### src/rtl/dna_pkg.sv
// Shared types and helpers for the 2-bit DNA digit streaming blocks.
// Digit encoding: A=0, C=1, G=2, T=3, so complementing a digit is a bitwise inversion.
package dna_pkg;

    typedef logic [1:0] digit_t;

    typedef enum logic [1:0] {
        A = 2'd0,
        C = 2'd1,
        G = 2'd2,
        T = 2'd3
    } base_e;

    typedef enum logic {
        LOAD  = 1'b0,
        DRAIN = 1'b1
    } state_e;

    // Bit positions inside the 2-bit mode word
    localparam int MODE_REV  = 0;
    localparam int MODE_COMP = 1;

    function automatic digit_t comp_digit(input digit_t d);
        return ~d;
    endfunction

endpackage

### src/rtl/dna_digit_buf.sv
// MAX_N x 2-bit register file: synchronous write, asynchronous read.
// Contents are deliberately not reset; only the counters define which entries are meaningful.
module dna_digit_buf
    import dna_pkg::*;
#(
    parameter int MAX_N = 16,
    parameter int IDX_W = (MAX_N > 1) ? $clog2(MAX_N) : 1
) (
    input  logic             clk,
    input  logic             wr_en,
    input  logic [IDX_W-1:0] wr_addr,
    input  digit_t           wr_data,
    input  logic [IDX_W-1:0] rd_addr,
    output digit_t           rd_data
);

    digit_t mem_q [MAX_N];
    digit_t mem_d [MAX_N];

    always_comb begin
        mem_d = mem_q;
        if (wr_en) begin
            mem_d[wr_addr] = wr_data;
        end
    end

    always_ff @(posedge clk) begin
        mem_q <= mem_d;
    end

    assign rd_data = mem_q[rd_addr];

endmodule

### src/rtl/dna_revcomp_stream.sv
// Streaming reverse / complement engine: buffers one word of 1..MAX_N digits,
// then re-emits it forward or reversed, optionally complemented.
module dna_revcomp_stream
    import dna_pkg::*;
#(
    parameter int MAX_N = 16,
    parameter int LEN_W = $clog2(MAX_N + 1)
) (
    input  logic             clk,
    input  logic             rst,
    input  logic [1:0]       mode,
    input  logic             in_valid,
    output logic             in_ready,
    input  logic [1:0]       in_digit,
    input  logic             in_last,
    output logic             out_valid,
    input  logic             out_ready,
    output logic [1:0]       out_digit,
    output logic             out_last,
    output logic [LEN_W-1:0] out_len,
    output logic             err_overflow
);

    localparam int IDX_W = (MAX_N > 1) ? $clog2(MAX_N) : 1;
    localparam logic [LEN_W-1:0] LAST_SLOT = LEN_W'(MAX_N - 1);

    state_e           state_q, state_d;
    logic [LEN_W-1:0] wr_cnt_q, wr_cnt_d;
    logic [LEN_W-1:0] rd_cnt_q, rd_cnt_d;
    logic [1:0]       mode_q, mode_d;
    logic             err_q, err_d;

    logic             in_fire;
    logic             out_fire;
    logic             wr_full;
    logic             drain_last;
    logic [IDX_W-1:0] rd_idx;
    digit_t           rd_data;

    assign in_fire    = in_valid & in_ready;
    assign out_fire   = out_valid & out_ready;
    assign wr_full    = (wr_cnt_q == LAST_SLOT);
    assign drain_last = (rd_cnt_q == wr_cnt_q - LEN_W'(1));

    always_comb begin
        if (mode_q[MODE_REV]) begin
            rd_idx = IDX_W'(wr_cnt_q - LEN_W'(1) - rd_cnt_q);
        end else begin
            rd_idx = IDX_W'(rd_cnt_q);
        end
    end

    dna_digit_buf #(
        .MAX_N (MAX_N),
        .IDX_W (IDX_W)
    ) u_buf (
        .clk     (clk),
        .wr_en   (in_fire),
        .wr_addr (IDX_W'(wr_cnt_q)),
        .wr_data (in_digit),
        .rd_addr (rd_idx),
        .rd_data (rd_data)
    );

    // State register plus the counters, mode latch and overflow pulse
    always_ff @(posedge clk or posedge rst) begin
        if (rst) begin
            state_q  <= LOAD;
            wr_cnt_q <= '0;
            rd_cnt_q <= '0;
            mode_q   <= 2'b00;
            err_q    <= 1'b0;
        end else begin
            state_q  <= state_d;
            wr_cnt_q <= wr_cnt_d;
            rd_cnt_q <= rd_cnt_d;
            mode_q   <= mode_d;
            err_q    <= err_d;
        end
    end

    always_comb begin
        state_d = state_q;
        case (state_q)
            LOAD: begin
                if (in_fire && (in_last || wr_full)) begin
                    state_d = DRAIN;
                end
            end
            DRAIN: begin
                if (out_fire && drain_last) begin
                    state_d = LOAD;
                end
            end
            default: state_d = LOAD;
        endcase
    end

    always_comb begin
        wr_cnt_d = wr_cnt_q;
        rd_cnt_d = rd_cnt_q;
        mode_d   = mode_q;
        err_d    = 1'b0;
        if (in_fire) begin
            wr_cnt_d = wr_cnt_q + LEN_W'(1);
            // Mode is captured only with the first digit so a word is processed consistently
            if (wr_cnt_q == '0) begin
                mode_d = mode;
            end
            if (wr_full && !in_last) begin
                err_d = 1'b1;
            end
        end
        if (out_fire) begin
            if (drain_last) begin
                wr_cnt_d = '0;
                rd_cnt_d = '0;
            end else begin
                rd_cnt_d = rd_cnt_q + LEN_W'(1);
            end
        end
    end

    always_comb begin
        in_ready     = 1'b0;
        out_valid    = 1'b0;
        out_digit    = 2'b00;
        out_last     = 1'b0;
        out_len      = wr_cnt_q;
        err_overflow = err_q;
        case (state_q)
            LOAD: begin
                in_ready = 1'b1;
            end
            DRAIN: begin
                out_valid = 1'b1;
                out_digit = mode_q[MODE_COMP] ? comp_digit(rd_data) : rd_data;
                out_last  = drain_last;
            end
            default: begin
                in_ready = 1'b0;
            end
        endcase
    end

endmodule

### config.mk
export PLATFORM = sky130hd
export DESIGN_NAME = dna_revcomp_stream
export DESIGN_NICKNAME = d
export VERILOG_FILES = /design/src/rtl/dna_pkg.sv /design/src/rtl/dna_digit_buf.sv /design/src/rtl/dna_revcomp_stream.sv
export SDC_FILE = /design/constraint.sdc
export NUM_CORES = 1
export LEC_CHECK = 0
export CAP_MARGIN = 20
export CORE_ASPECT_RATIO = 1.4
export CORE_MARGIN = 2
export CORE_UTILIZATION = 40
export DETAILED_ROUTE_END_ITERATION = 10
export PLACE_DENSITY = 0.57
export SLEW_MARGIN = 25
export SYNTH_ARGS = -nofsm -noshare
export SYNTH_HDL_FRONTEND = slang
export SYNTH_SLANG_ARGS = --single-unit
### constraint.sdc
create_clock -name clk -period 3.4 [get_ports clk]
set_clock_uncertainty 0.15 [all_clocks]
set_input_delay 0.51 -clock clk [delete_from_list [all_inputs] [get_ports clk]]
set_output_delay 0.51 -clock clk [all_outputs]
set_load 0.005 [all_outputs]
==> results.yml <==
sta:
  finalHoldViolCount: 0
  fin_crit_ns: 3.38
  relSlewSlack_pct: 62.7
  period_share_pct: 99.4
  setup_viol: 0
  drv_slew: 0
  fmax_mhz: 296
  hold_ws_ns: 0.368
  rsz0062_at_grt: "yes"
  worst_pin_slew_ns: 0.558
  worst_slack_ns: 0.0204
logic_synthesis:
  synth-edff-count: 32
  synth_ff_type: "edfxtp_1"
  synthCells: 224
  ys_seq_area_share_pct: 55.1
  synthTopCellsByArea: "edfxtp_1 40%, dfrtp_1 15%, nand3_1 7.4%"
  yosysTopAreaCell: "edfxtp_1"
  avgSynthCellArea_um2: 10.6
  yosys.cell_count.top_type: "nand3_1"
  ys_ff_latch: 46
  netlist_area_mm2: 0.00238
  synth_commonest_cells: "35 x nand3_1, 32 x edfxtp_1, 24 x o21ai_0"
  async_flop_share_pct: 30.4
  synth.top_cell.area_share_pct: 40.4
  ys_types: 35
  yosysWarnings: 0
  synth_nets: 244
critical_path:
  ff2ff_path_depth: 9
  critPathMaxStageDelay_ns: 0.39
  endpoint_kind: "output port"
  r2r_end: "rd_cnt_q[2]"
  path_class: "register to output port"
  cpMaxStageDelayCell: "dfrtp_1"
  path_cells: "inv_2 -> ha_4 -> xor2_2 -> ha_4 -> a21oi_2 -> o21ai_2 -> xnor2_1 -> mux2i_1 -> buf_4 -> mux2i_2 -> mux2i_1 -> buf_2"
  r2r_start: "out_len[1]"
  crit_required_ns: 2.74
  cp-startpoint: "out_len[1]"
  setup.worst_path.end: "out_digit[0]"
  cp-start-kind: "register"
  r2r_slack_ns: 1.01
  cp_max_fo: 5
  cp.arrival_ns: 2.72
status:
  status: "finished, final reports clean"
route:
  drt_iter0_drc: 130
  drt-wirelength-per-cell_um: 18.2
  first_pass_iters: 4
  postRouteAntennaNets: 0
  vias: 1824
  remaining_drc_errors: 0
  viasPerCell: 5.43
  wl_mm: 6.12
global_route:
  grt_pass1_vias: 1776
  grt_start_max_net_pins: 17
  grt_antenna_before_repair: 0
  overflow: 0
  grt_pass1_wl_mm: 9.35
  grt_util_all_layers_pct: 18.9
floorplanning:
  die-area_mm2: 0.00659
  pin_count: 20
  initial_core_util_pct: 40.9
  die_w_um: 69.2
  die_h_um: 95.3
  rows: 33
  core_region_area_mm2: 0.00582
power:
  p_per_area_mw_per_mm2: 1020
  irDropWorstVdd_uv: 556
  p_leak_nw: 1.20
clock_network:
  postCtsHoldBufs: 0
  htree_levels: 2
  cts_buffers: 5
  clk_latency_ns: 0.30
  root_buffer: "clkbuf_8"
  cts.sinks: 46
  tritoncts: "yes"
  ctsLongestPathBuffers: 2
  path_clk_slew_ns: 0.09
layout:
  antennaDiodeCount: 0
  postLayoutCoreUtil_pct: 54.3
  drive_above_1_share_pct: 28.2
  seqCellArea_mm2: 0.00131
  nFillCells: 487
  multi_input_area_mm2: 0.00121
  finalNetCount: 285
  syn2layout_area_growth_pct: 32.7
placed_design:
  portBuffers: 19
  post-dp-hpwl_mm: 4.35
  post-place-ws_ns: -0.150
  gp_congestion: 0.858
flow_run:
  maxCapViolCount: 0
min_path:
  hold_path_class: "register to register"
## worst min-delay path by stage
| stage | startpoint | end | slack [ns] | depth (start not counted) |
|---|---|---|---|---|
| 2_1_floorplan | rst | err_overflow | 0.25 | 1 |
| 3_3_place_gp | rd_cnt_q[4] | rd_cnt_q[4] | 0.36 | 1 |
| 3_5_place_dp | rd_cnt_q[4] | rd_cnt_q[4] | 0.36 | 1 |
| 4_1_cts | rd_cnt_q[4] | rd_cnt_q[4] | 0.38 | 1 |
| 5_1_grt | rd_cnt_q[4] | rd_cnt_q[4] | 0.40 | 1 |
| 6_report | rd_cnt_q[4] | rd_cnt_q[4] | 0.37 | 1 |
## through the flow
stage               instances  setup TNS, ns  power [mW]  area, µm²
global placement          324         -0.259        2.38       2790
finish                    336              0        3.22       3160
floorplan                 224              0        1.76       2380
CTS                       333              0        2.88       2940
detailed placement        324         -0.296        2.40       2790
global route              336         -0.173        3.43       3160
## flip-flops by register name, summed over array words and instances (netlist names)
register,flops
u_buf.mem_q,32
out_len,5
rd_cnt_q,5
mode_q,2
err_overflow,1
state_q,1
## layer usage
| layer | wire length [µm] | share of wire [%] | vias to the layer above | track usage [%] |
|---|---|---|---|---|
| met2 | 3220 | 53 | 46 | 32.5 |
| met1 | 2460 | 40 | 868 | 22.1 |
| met3 | 182 | 3.0 | 17 | 3.28 |
| met5 | 0 | 0 | - | 0 |
| met4 | 263 | 4.3 | 0 | 11.4 |
| li1 | - | - | 893 | - |
## area by class of cell
cell class	instances	share of cell area, %
Clock buffer	5	2.18
Clock inverter	3	1.39
Inverter	9	1.07
Multi-Input combinational cell	159	38.4
Sequential cell	46	41.5
Tap cell	70	2.77
Timing Repair Buffer	44	12.7
## cells by family (layout without fill, tap and decap cells)
family                   after synthesis  count (layout)  synth area share (%)
buffers and inverters                 19              61                  3.21
flip-flops                            46              46                  55.1
multiplexers                           8               8                  3.47
AND/OR/NAND/NOR                       95              95                  19.6
XOR/XNOR                              11              11                  4.36
adder cells (fa/ha/maj)               11              11                  6.10
AO/OA/AOI/OAI                         34              34                  8.20
## critical path, delay by kind of cell (launching register included)
family / cells / cell delay, ns
xor+xnor: 2 / 0.32
compound gates: 2 / 0.23
mux: 3 / 0.64
buf+inv: 3 / 0.43
flops: 1 / 0.39
fa+ha+maj: 2 / 0.43
## cells in the final DEF, fill, tap and decap left out, types with 2 or more instances in the layout
cell type        synthesis  routed
dfrtp_1                 14      14
xor2_2                   0       2
nor3_1                   6       6
nand4_1                  5       5
nor4_1                   3       3
buf_2                    1       2
ha_1                    10       6
xnor2_1                  6       5
inv_1                    9       7
clkbuf_8                 0       5
inv_2                    0       2
o21ai_0                 24      23
xor2_1                   4       2
buf_4                    1      22
nor2b_1                  4       3
ha_4                     0       4
clkdlybuf4s50_1          0      17
xnor2_2                  1       2
edfxtp_1                32      32
mux2i_1                  6       4
nor2_1                  20      20
nand3_1                 35      16
nand2_1                 12      12
nand2b_1                 6       5
nand3_4                  0       2
mux2_2                   2       2
nand3_2                  0      17
## where the power goes
group	internal, mW	switching (mW)	total [mW]
combinational	1.02	1.02	2.04
sequential	0.671	0.0883	0.760
clock	0.221	0.199	0.420
total	1.91	1.31	3.22
## timing repair
action,CTS,global route
pin swaps,4,19
hold endpoints to repair,0,0
resized for setup,19,32
gates cloned,0,1
setup endpoints to repair,2,2
buffers inserted,2,2
Note: power is estimated with default switching activity, not from simulation.
